<file path="src/rtl/sync_pulse_gen.sv">
// Multi-channel sync pulse generator. The period counter drives N_CH delay/width channels.
// Byte-framed configuration is written to shadow registers, which move to the active set only at a wrap or while stopped.
module sync_pulse_gen #(
   parameter int N_CH           = 4,
   parameter int CNT_W          = 32,
   parameter int DEFAULT_PERIOD = 2000000,
   parameter int TIMEOUT        = 100000
) (
   input  logic            clk,
   input  logic            rst_n,
   input  logic            cfg_valid,
   input  logic [7:0]      cfg_byte,
   input  logic            trig,
   output logic [N_CH-1:0] pulse,
   output logic            frame_tick,
   output logic            cfg_err,
   output logic            busy
);

   localparam int TO_W = $clog2(TIMEOUT + 2);

   typedef enum logic [2:0] {
      S_IDLE,
      S_ADDR,
      S_D0,
      S_D1,
      S_D2,
      S_D3
   } state_t;

   state_t           r_state;
   state_t           w_state_nxt;
   logic             w_commit;
   logic             w_abort;
   logic             w_addr_ok;
   logic [TO_W-1:0]  r_to_cnt;
   logic [7:0]       r_addr;
   logic [31:0]      r_data;
   logic             r_wr_pend;
   logic             r_cfg_err;

   logic [CNT_W-1:0] r_sh_period;
   logic [1:0]       r_sh_ctrl;
   logic [CNT_W-1:0] r_sh_dly [N_CH];
   logic [CNT_W-1:0] r_sh_wid [N_CH];
   logic [CNT_W-1:0] r_ac_period;
   logic [1:0]       r_ac_ctrl;
   logic [CNT_W-1:0] r_ac_dly [N_CH];
   logic [CNT_W-1:0] r_ac_wid [N_CH];

   logic [CNT_W-1:0] r_cnt;
   logic             r_trig_run;
   logic             r_frame_tick;
   logic [N_CH-1:0]  r_pulse;
   logic [N_CH-1:0]  w_pulse_nxt;
   logic [CNT_W-1:0] w_period_eff;
   logic             w_running;
   logic             w_wrap;
   logic             w_xfer;

   // ---------------- frame parser ----------------
   always_ff @(posedge clk or negedge rst_n) begin
      if (!rst_n) r_state <= S_IDLE;
      else        r_state <= w_state_nxt;
   end

   always_comb begin
      w_state_nxt = r_state;
      w_commit    = 1'b0;
      w_abort     = 1'b0;
      case (r_state)
         S_IDLE: if (cfg_valid && cfg_byte == 8'hA5) w_state_nxt = S_ADDR;
         S_ADDR: if (cfg_valid) w_state_nxt = S_D0;
         S_D0:   if (cfg_valid) w_state_nxt = S_D1;
         S_D1:   if (cfg_valid) w_state_nxt = S_D2;
         S_D2:   if (cfg_valid) w_state_nxt = S_D3;
         S_D3: begin
            if (cfg_valid) begin
               w_state_nxt = S_IDLE;
               w_commit    = 1'b1;
            end
         end
         default: w_state_nxt = S_IDLE;
      endcase
      // The counter holds the idle cycles already seen; this is the (TIMEOUT+1)-th.
      if (r_state != S_IDLE && !cfg_valid && r_to_cnt == TO_W'(TIMEOUT)) begin
         w_state_nxt = S_IDLE;
         w_abort     = 1'b1;
      end
   end

   always_ff @(posedge clk or negedge rst_n) begin
      if (!rst_n)                                      r_to_cnt <= '0;
      else if (r_state == S_IDLE || cfg_valid || w_abort) r_to_cnt <= '0;
      else                                             r_to_cnt <= r_to_cnt + 1'b1;
   end

   always_ff @(posedge clk) begin
      if (cfg_valid) begin
         case (r_state)
            S_ADDR:  r_addr         <= cfg_byte;
            S_D0:    r_data[7:0]    <= cfg_byte;
            S_D1:    r_data[15:8]   <= cfg_byte;
            S_D2:    r_data[23:16]  <= cfg_byte;
            S_D3:    r_data[31:24]  <= cfg_byte;
            default: ;
         endcase
      end
   end

   always_comb begin
      w_addr_ok = (r_addr == 8'h00) || (r_addr == 8'h01);
      for (int ch = 0; ch < N_CH; ch++) begin
         if (r_addr == 8'(16 + 2 * ch) || r_addr == 8'(17 + 2 * ch)) w_addr_ok = 1'b1;
      end
   end

   always_ff @(posedge clk or negedge rst_n) begin
      if (!rst_n) begin
         r_wr_pend <= 1'b0;
         r_cfg_err <= 1'b0;
      end else begin
         r_wr_pend <= w_commit && w_addr_ok;
         r_cfg_err <= (w_commit && !w_addr_ok) || w_abort;
      end
   end

   // ---------------- shadow and active registers ----------------
   always_ff @(posedge clk or negedge rst_n) begin
      if (!rst_n) begin
         r_sh_period <= CNT_W'(DEFAULT_PERIOD);
         r_sh_ctrl   <= '0;
         for (int ch = 0; ch < N_CH; ch++) begin
            r_sh_dly[ch] <= '0;
            r_sh_wid[ch] <= '0;
         end
      end else if (r_wr_pend) begin
         if (r_addr == 8'h00) r_sh_period <= r_data[CNT_W-1:0];
         if (r_addr == 8'h01) r_sh_ctrl   <= r_data[1:0];
         for (int ch = 0; ch < N_CH; ch++) begin
            if (r_addr == 8'(16 + 2 * ch)) r_sh_dly[ch] <= r_data[CNT_W-1:0];
            if (r_addr == 8'(17 + 2 * ch)) r_sh_wid[ch] <= r_data[CNT_W-1:0];
         end
      end
   end

   always_ff @(posedge clk or negedge rst_n) begin
      if (!rst_n) begin
         r_ac_period <= CNT_W'(DEFAULT_PERIOD);
         r_ac_ctrl   <= '0;
         for (int ch = 0; ch < N_CH; ch++) begin
            r_ac_dly[ch] <= '0;
            r_ac_wid[ch] <= '0;
         end
      end else if (w_xfer) begin
         r_ac_period <= r_sh_period;
         r_ac_ctrl   <= r_sh_ctrl;
         for (int ch = 0; ch < N_CH; ch++) begin
            r_ac_dly[ch] <= r_sh_dly[ch];
            r_ac_wid[ch] <= r_sh_wid[ch];
         end
      end
   end

   // ---------------- period counter ----------------
   assign w_period_eff = (r_ac_period < CNT_W'(2)) ? CNT_W'(2) : r_ac_period;
   assign w_running    = r_ac_ctrl[0] && (!r_ac_ctrl[1] || r_trig_run);
   assign w_wrap       = w_running && (r_cnt >= w_period_eff - CNT_W'(1));
   assign w_xfer       = !w_running || w_wrap;

   always_ff @(posedge clk or negedge rst_n) begin
      if (!rst_n) begin
         r_cnt        <= '0;
         r_trig_run   <= 1'b0;
         r_frame_tick <= 1'b0;
      end else begin
         if (!w_running)  r_cnt <= '0;
         else if (w_wrap) r_cnt <= '0;
         else             r_cnt <= r_cnt + CNT_W'(1);
         // A triggered run lasts exactly one period; trig during the run is ignored.
         if (w_wrap)                                               r_trig_run <= 1'b0;
         else if (r_ac_ctrl == 2'b11 && !r_trig_run && trig)       r_trig_run <= 1'b1;
         r_frame_tick <= w_running && (r_cnt == '0);
      end
   end

   // ---------------- channel outputs ----------------
   always_comb begin
      w_pulse_nxt = '0;
      for (int ch = 0; ch < N_CH; ch++) begin
         // Subtract instead of adding delay+width so the compare cannot overflow.
         w_pulse_nxt[ch] = w_running && (r_ac_wid[ch] != '0) && (r_cnt >= r_ac_dly[ch]) &&
                           ((r_cnt - r_ac_dly[ch]) < r_ac_wid[ch]);
      end
   end

   always_ff @(posedge clk or negedge rst_n) begin
      if (!rst_n) r_pulse <= '0;
      else        r_pulse <= w_pulse_nxt;
   end

   assign pulse      = r_pulse;
   assign frame_tick = r_frame_tick;
   assign cfg_err    = r_cfg_err;
   assign busy       = (r_state != S_IDLE);

endmodule

</file>
<file path="config.mk">
export PLATFORM = sky130hd
export DESIGN_NAME = sync_pulse_gen
export DESIGN_NICKNAME = d
export VERILOG_FILES = /design/src/rtl/sync_pulse_gen.sv
export SDC_FILE = /design/constraint.sdc
export NUM_CORES = 1
export LEC_CHECK = 0
export CELL_PAD_IN_SITES_DETAIL_PLACEMENT = 0
export CELL_PAD_IN_SITES_GLOBAL_PLACEMENT = 1
export CORE_MARGIN = 5
export CORE_UTILIZATION = 35
export DETAILED_ROUTE_END_ITERATION = 7
export PLACE_DENSITY_LB_ADDON = 0.1
export SYNTH_ARGS = -nofsm -noshare
export SYNTH_HDL_FRONTEND = slang
export SYNTH_SLANG_ARGS = --single-unit
</file>
<file path="constraint.sdc">
create_clock -name clk -period 13 [get_ports clk]
set_clock_uncertainty 0.15 [all_clocks]
set_input_delay 1.95 -clock clk [delete_from_list [all_inputs] [get_ports clk]]
set_output_delay 1.95 -clock clk [all_outputs]
set_load 0.05 [all_outputs]
</file>
* Yosys cells after proc, flatten, opt, wreduce, memory -nomap -nowiden
Cells that the tools add are included.
Word-level totals: bits in registers 680, output and inout bits 7
Operators by class: add/subtract/negate cells 7, multiplexer cells 21, equal/unequal tests 23, $lt $le $gt $ge 10, reductions and logical operators 62
Operators with widths (number):
- 32-bit greater-or-equal comparator | 5
- 32-bit < comparator | 4
- 32-bit nonzero test | 4
- 32-bit subtractor | 4
- 32-bit 2-to-1 mux | 3
- 8-bit by 5-bit equality test with 1-bit output (second input constant) | 8
- 32-bit by 1-bit adder with 32-bit output (second input constant) | 1
- 32-bit zero test | 1
- 32-bit by 2-bit < comparator with 1-bit output (second input constant) | 1
- 32-bit by 1-bit subtractor with 32-bit output (second input constant) | 1
- 2-bit AND reduction | 15
- 1-bit logical AND | 22
- 3-bit 2-to-1 mux | 7
- 3-bit != test (second input constant) | 6
- 3-bit one-hot mux with 6 select lines | 1
- 17-bit by 1-bit adder with 17-bit output (second input constant) | 1
- 17-bit equality test (second input constant) | 1
- 17-bit 2-to-1 mux | 1
- 1-bit logical OR | 10
- 1-bit 2-to-1 mux | 9
- 8-bit by 1-bit equality test with 1-bit output (second input constant) | 1
- 8-bit equality test (second input constant) | 1
- 8-bit zero test | 1
- 3-bit by 2-bit equality test with 1-bit output (second input constant) | 2
- other kinds (8) | 13

* Depth between registers and ports, before layout
Gate-level depths: netlist (run 1).
depth in word-level cells 9, mapped depth 24, depth with buffers taken out 21

* Worst setup path after synthesis (run 1)
Ideal clock, no wire load.
kind register to register, from register r_ac_period[25], to register r_ac_dly[103] (netlist name), setup slack 6.664 ns, stages on the path, launching flop included 22, arrival 6.061 ns, required time 12.725 ns, buffers on the path 2, library setup time 0.125 ns, clock period less this slack 6.336 ns, cells stage by stage dfrtp_1 > or4_4 > or3_1 > or3_1 > or4b_4 > nor3_4 > nand2b_1 > ha_1 > nand2_1 > or3_4 > or4_4 > nor4_4 > xnor2_1 > ha_1 > nand4_1 > or3_1 > o21ai_0 > nor3_1 > nand2_1 > clkbuf_1 > clkbuf_1 > mux2_2
Between the ends: longest elaborated chain between the ends 6
Ends and longest elaborated chain:
- from (decl) | RTL line 46 | logic [CNT_W-1:0] r_ac_period;
- from (signal assigned) | RTL line 149 | r_ac_period <= CNT_W'(DEFAULT_PERIOD);
- from (signal assigned) | RTL line 156 | r_ac_period <= r_sh_period;
- 32-bit by 2-bit < comparator with 1-bit output | RTL line 166 | assign w_period_eff = (r_ac_period < CNT_W'(2)) ? CNT_W'(2) : r_ac_period;
- 32-bit 2-to-1 mux (*) | RTL line 166
- 32-bit by 1-bit subtractor with 32-bit output (*) | RTL line 168 | assign w_wrap = w_running && (r_cnt >= w_period_eff - CNT_W'(1));
- 32-bit greater-or-equal comparator (*) | RTL line 168
- 1-bit logical AND (*) | RTL line 168
- 1-bit logical OR (*) | RTL line 169 | assign w_xfer = !w_running || w_wrap;
- to (signal, indexed assignment) | RTL line 159 | r_ac_dly[ch] <= r_sh_dly[ch];
- to (decl) | RTL line 48 | logic [CNT_W-1:0] r_ac_dly [N_CH];
Every way passes the cells marked *; elsewhere a longest branch is shown, timed or not. A chain may end at the register's enable or synchronous reset.

* Worst setup path after layout (run 1)
from register r_ac_period[25], to register r_ac_dly[68] (netlist name)
The elaborated chain is that of the path after synthesis.

==> impl_summary.md, run 1 <==
Run status
The run finished with clean final reports.

Power
Power spread over the standard cell area amounts to about 110 nW/um^2. The power share of the sequential group is a little under half. The worst voltage drop across the vdd grid is about 120 uV. The switching part of the total is 24.09%. In this run, the combinational gates consume under 10% of the power. The internal power of the cells totals 0.003675 W.

The net switching power is roughly 0.0012 W. Summed over all cells, the static leakage comes to between 20 and 25 nW. The clock network fraction of design power is between 50% and 60%.

STA
The final critical path takes up 62.49% of the cycle. The total negative slack for setup checks is 0 ns. Setup repair after global routing left no endpoint under its margin. After layout, the minimum clock period comes to just over 8 ns.

At the pin with the least slew margin, the transition time is around 1.4 ns. The number of failing hold endpoints at the final stage is 0. The number of pins exceeding their max-slew limit in the final report is 0. The maximum clock rate is between 100 and 150 MHz. The normalized max-slew margin is between 8 and 9%. Setup violations remaining at the end of the flow were counted as 0.

Yosys
After synthesis, the share of flip-flops with an asynchronous set or reset is between 90 and 100%. Summing every instance area after synthesis gives approximately 37,000 um^2. The count of synthesis-stage warnings from yosys is 0. The sequential share of the synthesized area is between 40 and 50%. Sorting the synthesized cells by area gives the leading types as sky130_fd_sc_hd__dfrtp_1, sky130_fd_sc_hd__mux2_2, sky130_fd_sc_hd__ha_1, sky130_fd_sc_hd__edfxtp_1, sky130_fd_sc_hd__inv_1. The average instance in the mapped netlist occupies around 11 um^2. The largest total area in the synthesized netlist belongs to sky130_fd_sc_hd__dfrtp_1. The unique cell type count in the Yosys netlist is 74. The synthesized netlist net count is approximately 3,600. The share of synthesized area in the top cell type comes to approximately two fifths. The number of standard cells after synthesis is 3,303.

Among all flip-flop cells after synthesis, the most frequent one is sky130_fd_sc_hd__dfrtp_1. The number of synthesized flops with an enable pin is 40. After synthesis the netlist holds a flip-flop and latch count of 680.

Drt
The starting DRC count in detailed routing is 1,770. For this block, the via count after detailed routing is 25,890. The final routed DRC violation total is 0.

The length of the first detailed-routing pass in iterations is 8. In the final routed layout, each cell accounts on average for about 24 um. The antenna violation net count after detailed routing is 0. The final wirelength is 117,900 um.

After detailed routing, the number of vias per cell comes to 5.325.

Final layout
The net total in the final layout is between 3,000 and 4,000. The area added between synthesis and finish is 13.67%. The share of layout cells above drive strength 1 is between 20% and 30%.

The final-layout fill cell count is between 10,000 and 15,000. In the layout the commonest cells are sky130_fd_sc_hd__dfrtp_1, sky130_fd_sc_hd__mux2_2, sky130_fd_sc_hd__inv_1. Once layout is done, the placed cells without fillers occupy roughly 43,000 um^2.

The library cell used most frequently in the layout, excluding fill and tap cells, is sky130_fd_sc_hd__dfrtp_1.

Clock tree
The root buffer cell chosen for the clock tree is sky130_fd_sc_hd__clkbuf_16. The clock drives around 700 sinks. The number of gates resized after CTS was 0. For the worst-skew pair, the clock arrives at the later sink with an insertion delay of roughly 0.68 ns. The number of buffers added to fix hold violations after cts is 0.

The setup fix buffers added after clock tree synthesis is 0. The H-tree was split into 3 levels. After clock tree synthesis, the clock-pin slew on the worst setup and hold paths is roughly 0.050 ns.

The largest buffer count on any clock path is 3. The CTS tree is done. The TritonCTS buffer count is between 80 and 90.

Setup path
The worst register-to-register path begins at r_ac_period[25]. The endpoint required time on the critical path is around 13 ns. The worst register-to-register path ends at r_ac_dly[68].

The startpoint type of the worst setup path is a flip-flop. The kind of end point of the critical path is a flip-flop. The largest fanout on the critical path is roughly 150. The path type of the worst setup path is flip-flop to flip-flop. The data arrival time of the critical path is 8.48 ns. Across all register-to-register paths, the minimum setup slack is 4.88 ns. The number of cells on the worst reg-to-reg path is 21.

Placement
The placer congestion estimate is between 0.8 and 0.9. The post-placement cell area is between 30,000 and 40,000 um^2. The wire-length estimate of the detail-placed layout is 80,650 um.

Port buffering added 18 buffers.

Flow run
Max-cap violations in this run came to 0.

Global route
The total overflow left after global routing is 0. The number of global-route vias before repair was around 26,000. Across every metal layer, demand over resource in global routing totals about a fifth. The number of antenna violations at the first check in global routing was 26.

The first global-routing pass estimated 174,700 um of wire. The maximum number of pins on one net before global-route repair is ~160.

Die
From left edge to right edge, the die measures ~340 um. The die covers 113,500 um^2. 19 I/O pins were placed. The placeable core region is 106,600 um^2. The initialized floorplan defines 120 standard-cell rows.

The die is 336.9 um tall. Once the floorplan was initialized, standard cells occupied between 30% and 40% of the core.

Worst hold path
The beginning of the worst hold path is r_sh_ctrl[0]. The worst hold path terminates at r_ac_ctrl[0]. Along the worst hold path, the cell count comes to 1. In this run the worst hold path is classified as flip-flop to flip-flop.
-- how the worst max path moves through the flow --
stage | endpoint | from | slack (ns)
2_1_floorplan | r_ac_dly[103] | r_ac_period[25] | 6.66
3_3_place_gp | r_ac_dly[62] | r_ac_period[25] | 5.14
3_5_place_dp | r_ac_dly[85] | r_ac_period[25] | 5.09
4_1_cts | r_ac_dly[77] | r_ac_period[25] | 5.02
5_1_grt | r_ac_dly[45] | r_ac_period[25] | 4.62
6_report | r_ac_dly[68] | r_ac_period[25] | 4.88
-- worst max-delay path, cell delays in order (launching register included) --
cell and delay, ns:
sky130_fd_sc_hd__dfrtp_1 0.45, sky130_fd_sc_hd__or4_4 0.56, sky130_fd_sc_hd__or3_1 0.38, sky130_fd_sc_hd__or3_1 0.35, sky130_fd_sc_hd__or4b_4 0.55, sky130_fd_sc_hd__nor3_4 0.24
sky130_fd_sc_hd__nand2b_1 0.16, sky130_fd_sc_hd__ha_1 0.19, sky130_fd_sc_hd__nand2_1 0.17, sky130_fd_sc_hd__or3_4 0.39, sky130_fd_sc_hd__or4_4 0.48, sky130_fd_sc_hd__nor3_2 0.15
sky130_fd_sc_hd__xnor2_1 0.11, sky130_fd_sc_hd__ha_1 0.30, sky130_fd_sc_hd__nand4_1 0.12, sky130_fd_sc_hd__or3_1 0.41, sky130_fd_sc_hd__o21ai_0 0.26, sky130_fd_sc_hd__nor3_1 0.14
sky130_fd_sc_hd__nand2_4 0.54, sky130_fd_sc_hd__buf_4 0.50, sky130_fd_sc_hd__buf_12 0.46, sky130_fd_sc_hd__mux2_2 0.42
-- through the flow --
| stage | power, W | utilization [%] | hold WS (ns) | setup slack, ns | std cells |
|---|---|---|---|---|---|
| finish | 0.004841 | 39.88 | 0.3196 | 4.877 | 4863 |
| global route | 0.005020 | 39.85 | 0.3422 | 4.623 | 4850 |
| CTS | 0.004922 | 39.85 | 0.3194 | 5.022 | 4850 |
| detailed placement | 0.002424 | 37.08 | 0.3070 | 5.093 | 4694 |
| global placement | 0.002420 | 37.08 | 0.2944 | 5.144 | 4694 |
| floorplan | 0.002286 | - | 0.2785 | 6.664 | 3303 |
-- metal layers --
metal	wire, um	share of wire, %	vias to the layer above	track usage, %
li1	-	-	12000	-
met1	57060	48	13140	30.14
met4	3761	3.2	12	7.419
met3	6035	5.1	155	3.771
met5	80	0.068	-	0
met2	51000	43	587	31.22
-- power groups by stage --
stage                     Clock [W]  Combinational [W]  Sequential, W
final                       0.00246           0.000159        0.00222
after global placement            0           0.000162        0.00226
after CTS                   0.00254           0.000166        0.00222
after floorplan                   0          0.0000708        0.00222
after detailed placement          0           0.000165        0.00226
after global routing        0.00262           0.000180        0.00222
-- synthesized netlist by cell type (9+ instances only) --
cell	n
sky130_fd_sc_hd__nand2_1	122
sky130_fd_sc_hd__and2_1	9
sky130_fd_sc_hd__or3_1	18
sky130_fd_sc_hd__o211ai_1	10
sky130_fd_sc_hd__and4_1	12
sky130_fd_sc_hd__mux2_2	579
sky130_fd_sc_hd__nand4_1	64
sky130_fd_sc_hd__inv_1	297
sky130_fd_sc_hd__xor2_1	84
sky130_fd_sc_hd__o21a_1	22
sky130_fd_sc_hd__nor2b_1	23
sky130_fd_sc_hd__a21oi_1	155
sky130_fd_sc_hd__buf_1	25
sky130_fd_sc_hd__a211oi_1	25
sky130_fd_sc_hd__o21ai_0	93
sky130_fd_sc_hd__dfrtp_1	626
sky130_fd_sc_hd__dfstp_2	14
sky130_fd_sc_hd__edfxtp_1	40
sky130_fd_sc_hd__nor2_1	158
sky130_fd_sc_hd__nand3_1	43
sky130_fd_sc_hd__clkbuf_1	68
sky130_fd_sc_hd__a31oi_1	16
sky130_fd_sc_hd__nor4_1	48
sky130_fd_sc_hd__a21o_1	127
sky130_fd_sc_hd__xnor2_1	103
sky130_fd_sc_hd__ha_1	289
sky130_fd_sc_hd__nand2b_1	28
sky130_fd_sc_hd__o21bai_1	14
sky130_fd_sc_hd__nor3_1	38
sky130_fd_sc_hd__a21boi_0	12
sky130_fd_sc_hd__and3_1	23
-- registers in the layout, indices dropped and copies added (netlist names), 2 cells and up --
name	flops
r_sh_ctrl	2
r_cnt	32
r_sh_dly	128
r_ac_period	32
r_data	32
r_addr	8
r_ac_dly	128
r_ac_ctrl	2
r_ac_wid	128
pulse	4
r_sh_wid	128
r_sh_period	32
r_to_cnt	17
r_state	3
-- final cells by class --
class,instances,area [um^2],area share [%]
diodes,13,32.53,0.07652
clock buffers,114,2365,5.562
clock inverters,42,585.6,1.377
inverters,297,1115,2.622
multi-input cells,2233,18730,44.06
flip-flops and latches,680,17230,40.54
well taps,1403,1755,4.129
repair buffers,81,695.7,1.636
-- logic make-up after synthesis --
family          share of synthesized area, %
simple gates                           8.644
xor+xnor                               4.379
fa+ha+maj                              9.882
mux                                    17.49
buf+inv                                3.914
flops                                  46.08
compound gates                         9.618
(Power assumes the default switching activity.)
==> run 2: changes to the inputs <==
- clock period: 13 -> 8.05 ns (I/O delays scaled with it)
==> run 2 against run 1 <==
  * Sequential power increased by 61%
  * Register-to-register slack got worse by 3.7 ns
  * Clock power increased by 53%
  * Highest routed layer unchanged
  * Non-clock buffer count unchanged
  * Critical path depth decreased by 1
  * Via count decreased by 0.34%
  * Critical path type unchanged
  * Largest power group unchanged
  * Combinational power increased by 61%
  * Total power increased by 57%
  * Sequential share of layout area increased by 0.16 points
  * Worst setup slack got worse by 3.7 ns
  * Global-route usage decreased by 0.10 points
  * Die area unchanged
==> impl_summary.md, run 2 (synthesis gave the netlist of run 1 again) <==
Run status
Status: finished, final reports clean (unchanged).

Power
The leakage power figure was 20.97 nW (was 21.05 nW). The overall power consumption was 0.007606 W (was 0.004841 W). The clock network fraction of design power is 49.5% (was 50.9%).

The worst voltage drop across the vdd grid is 145.3 uV (was 120.3 uV). The net switching power was 0.001823 W (was 0.001166 W). The cell internal power dissipation is 0.005783 W (was 0.003675 W). The power share of the sequential group is 47.1% (was 45.8%). The power per unit of standard cell area is 179.6 nW/um^2 (was 113.9 nW/um^2). The switching part of the total is 23.97% (was 24.09%).

The combinational cell fraction of total power is 3.4% (was 3.3%).

Die
The I/O pin total is 19 (unchanged). The standard-cell row count is 120 (unchanged). The initial standard-cell utilization of the core is 35.09% (unchanged). The placeable core region came to 106,600 um^2 (unchanged). The overall die area was 113,500 um^2 (unchanged).

The die width was 336.9 um (unchanged). The die outline height is 336.9 um (unchanged).

Final layout
The net total in the final layout came to 3,678 (was 3,682). The count of placed standard cells in the final layout, fillers left out is 4,846 (was 4,863). The share of layout cells above drive strength 1 was 23.57% (was 23.90%). The storage element area is 17,230 um^2 (unchanged). The final-layout fill cell count was 10,230 (was 10,330). The final cell utilization of the core is 39.73% (was 39.88%). The commonest non-fill, non-tap cell in the layout is sky130_fd_sc_hd__dfrtp_1 (unchanged). The area added between synthesis and finish is 13.24% (was 13.67%).

The area occupied by multi-input gates came to 18,730 um^2 (about the same). Top library cells by usage in the layout, fill and taps aside: sky130_fd_sc_hd__dfrtp_1, sky130_fd_sc_hd__mux2_2, sky130_fd_sc_hd__inv_1 (unchanged).

STA
The total negative slack for setup checks is 0 ns (unchanged). The transition time at the pin with the least slew margin is 1.149 ns (was 1.370 ns). The time the final worst path needs with I/O delays and setup is 6.869 ns (was 8.123 ns). The normalized max-slew margin came to 23.40% (was 8.663%).

The number of failing hold endpoints at the final stage was 0 (unchanged). Unrepaired setup endpoints after global routing: false (unchanged). The final-report setup violation count is 0 (unchanged).

The number of pins exceeding their max-slew limit in the final report is 0 (unchanged). The maximum clock rate came to 145.6 MHz (was 123.1 MHz). The portion of the clock cycle consumed by the worst path in the final layout is 85.33% (was 62.49%).

Drt
The via count of the routed design is 25,810 (was 25,890). The antenna violation net count after detailed routing was 0 (unchanged). The per-cell routed wire length is 24.11 um (was 24.25 um). The final routed DRC violation total was 0 (unchanged). The starting DRC count in detailed routing is 1,586 (was 1,770). The number of vias per cell after detailed routing was 5.325 (about the same). The length of the first detailed-routing pass in iterations is 5 (was 8). The final wirelength is 116,800 um (was 117,900 um).

Setup path
The startpoint type of the worst setup path is a flip-flop (unchanged). The path type of the worst setup path is flip-flop to flip-flop (unchanged). The cell repeated most along the worst path is sky130_fd_sc_hd__or3_1 (unchanged). The capture instance of the worst register-to-register path is r_ac_wid[94] (was r_ac_dly[68]). The largest fanout on the critical path is 56 (was 145). The slowest cell on the critical path is sky130_fd_sc_hd__or4_4 (unchanged). The highest cell delay on the worst timing path is 0.55 ns (was 0.56 ns). Series of cell instances along the critical path: or4_4 -> or3_1 -> or3_1 -> or4b_4 -> nor3_4 -> nand2b_1 -> ha_1 -> nand2_1 -> or3_4 -> or4_4 -> nor4_4 -> xnor2_1 -> ha_1 -> nand4_1 -> or3_1 -> o21ai_0 -> nor3_1 -> nand2_4 -> buf_12 -> mux2_2 (was or4_4 -> or3_1 -> or3_1 -> or4b_4 -> nor3_4 -> nand2b_1 -> ha_1 -> nand2_1 -> or3_4 -> or4_4 -> nor3_2 -> xnor2_1 -> ha_1 -> nand4_1 -> or3_1 -> o21ai_0 -> nor3_1 -> nand2_4 -> buf_4 -> buf_12 -> mux2_2). The data arrival time of the critical path was 7.23 ns (was 8.48 ns). The kind of end point of the critical path is a flip-flop (unchanged). The endpoint required time on the critical path was 8.41 ns (was 13.36 ns). The beginning of the worst register-to-register path is r_ac_period[25] (unchanged). The slack of the worst reg-to-reg path came to 1.18 ns (was 4.88 ns). The number of cells on the worst reg-to-reg path is 20 (was 21).

Clock tree
The cell chosen for the clock root is sky130_fd_sc_hd__clkbuf_16 (unchanged). The setup fix buffers added after clock tree synthesis is 0 (unchanged). The largest buffer count on any clock path is 3 (unchanged). The total clock sinks came to 680 (unchanged).

The number of cells upsized or downsized after cts is 0 (unchanged). The number of H-tree levels is 3 (unchanged). The clock-pin slew of the registers on the worst-case setup and hold paths was 0.06 ns (was 0.05 ns). The later-pin clock latency in the skew report was 0.66 ns (was 0.68 ns). The TritonCTS buffer count is 80 (was 84). The CTS tree is done (unchanged). The number of buffers added to fix hold violations after cts is 0 (unchanged).

Global route
The overall overflow remaining after global route came to 0 (unchanged). The maximum number of pins on one net before global-route repair is 163 (was 161). The global-route wire length before repair came to 175,400 um (was 174,700 um). The number of global-route vias before repair is 26,720 (was 26,380). The number of antenna violations at the first check in global routing is 28 (was 26). The overall fraction of global-route tracks in use is 20.70% (was 20.80%).

Worst hold path
The beginning of the worst hold path is r_sh_ctrl[0] (unchanged). The class of the most critical hold timing path was flip-flop to flip-flop (unchanged). The cell depth of the worst min-delay path was 1 (unchanged). The terminating pin of the worst hold path is r_ac_ctrl[0] (unchanged).

Flow run
The number of max-cap violations is 0 (unchanged).

Placement
The placer congestion estimate is 0.8520 (was 0.8388). The number of placed instances, taps included came to 4,694 (unchanged). The total of buffers placed on input and output ports is 18 (unchanged).

The HPWL after detailed placement came to 80,290 um (was 80,650 um).
## run 2: power by group through the flow
| stage | Combinational, W | Sequential, W | Clock, W |
|---|---|---|---|
| 4_1_cts | 0.000266 | 0.00359 | 0.00388 |
| 6_report | 0.000256 | 0.00358 | 0.00377 |
| 2_1_floorplan | 0.000114 | 0.00358 | 0 |
| 3_3_place_gp | 0.000260 | 0.00365 | 0 |
| 5_1_grt | 0.000290 | 0.00359 | 0.00402 |
| 3_5_place_dp | 0.000265 | 0.00365 | 0 |
## run 2: how the worst max path moves through the flow
stage / startpoint / endpoint / slack [ns] / depth (start not counted)
6_report: r_ac_period[25] / r_ac_wid[94] / 1.18 / 20
5_1_grt: r_ac_period[25] / r_ac_dly[89] / 0.80 / 20
4_1_cts: r_ac_period[26] / r_ac_wid[90] / 1.18 / 20
3_5_place_dp: r_ac_period[25] / r_ac_wid[93] / 1.22 / 20
3_3_place_gp: r_ac_period[25] / r_ac_wid[90] / 1.19 / 20
2_1_floorplan: r_ac_period[25] / r_ac_dly[103] / 1.71 / 21
## run 2: stage by stage
| step | instance area (um^2) | hold slack, ns | setup WS, ns |
|---|---|---|---|
| 2_1_floorplan | 37400 | 0.2785 | 1.714 |
| 3_3_place_gp | 39590 | 0.2945 | 1.188 |
| 3_5_place_dp | 39590 | 0.2950 | 1.215 |
| 4_1_cts | 42340 | 0.3101 | 1.185 |
| 5_1_grt | 42340 | 0.3397 | 0.8038 |
| 6_report | 42350 | 0.3157 | 1.181 |
## run 2: layer usage
metal | wire [um] | GRT usage, %
met4 | 3459 | 6.535
met2 | 51950 | 32.09
met3 | 7312 | 3.822
met5 | 42 | 0
met1 | 54070 | 29.45
## run 2: area by class of cell
type / instances / area share, %
antenna: 7 / 0.04136
clock buffer: 107 / 5.253
clock inverter: 38 / 1.220
inverter: 297 / 2.632
multi-input combinational: 2233 / 44.23
sequential: 680 / 40.69
tap: 1403 / 4.145
timing repair buffer: 81 / 1.790
## run 2: worst max-delay path: cells and delay by family (launching register included)
kind / cells / cell delay [ns]
buffers and inverters: 1 / 0.36
adder cells (fa/ha/maj): 2 / 0.48
XOR/XNOR: 1 / 0.09
multiplexers: 1 / 0.38
AND/OR/NAND/NOR: 14 / 4.51
flip-flops: 1 / 0.44
AO/OA/AOI/OAI: 1 / 0.26
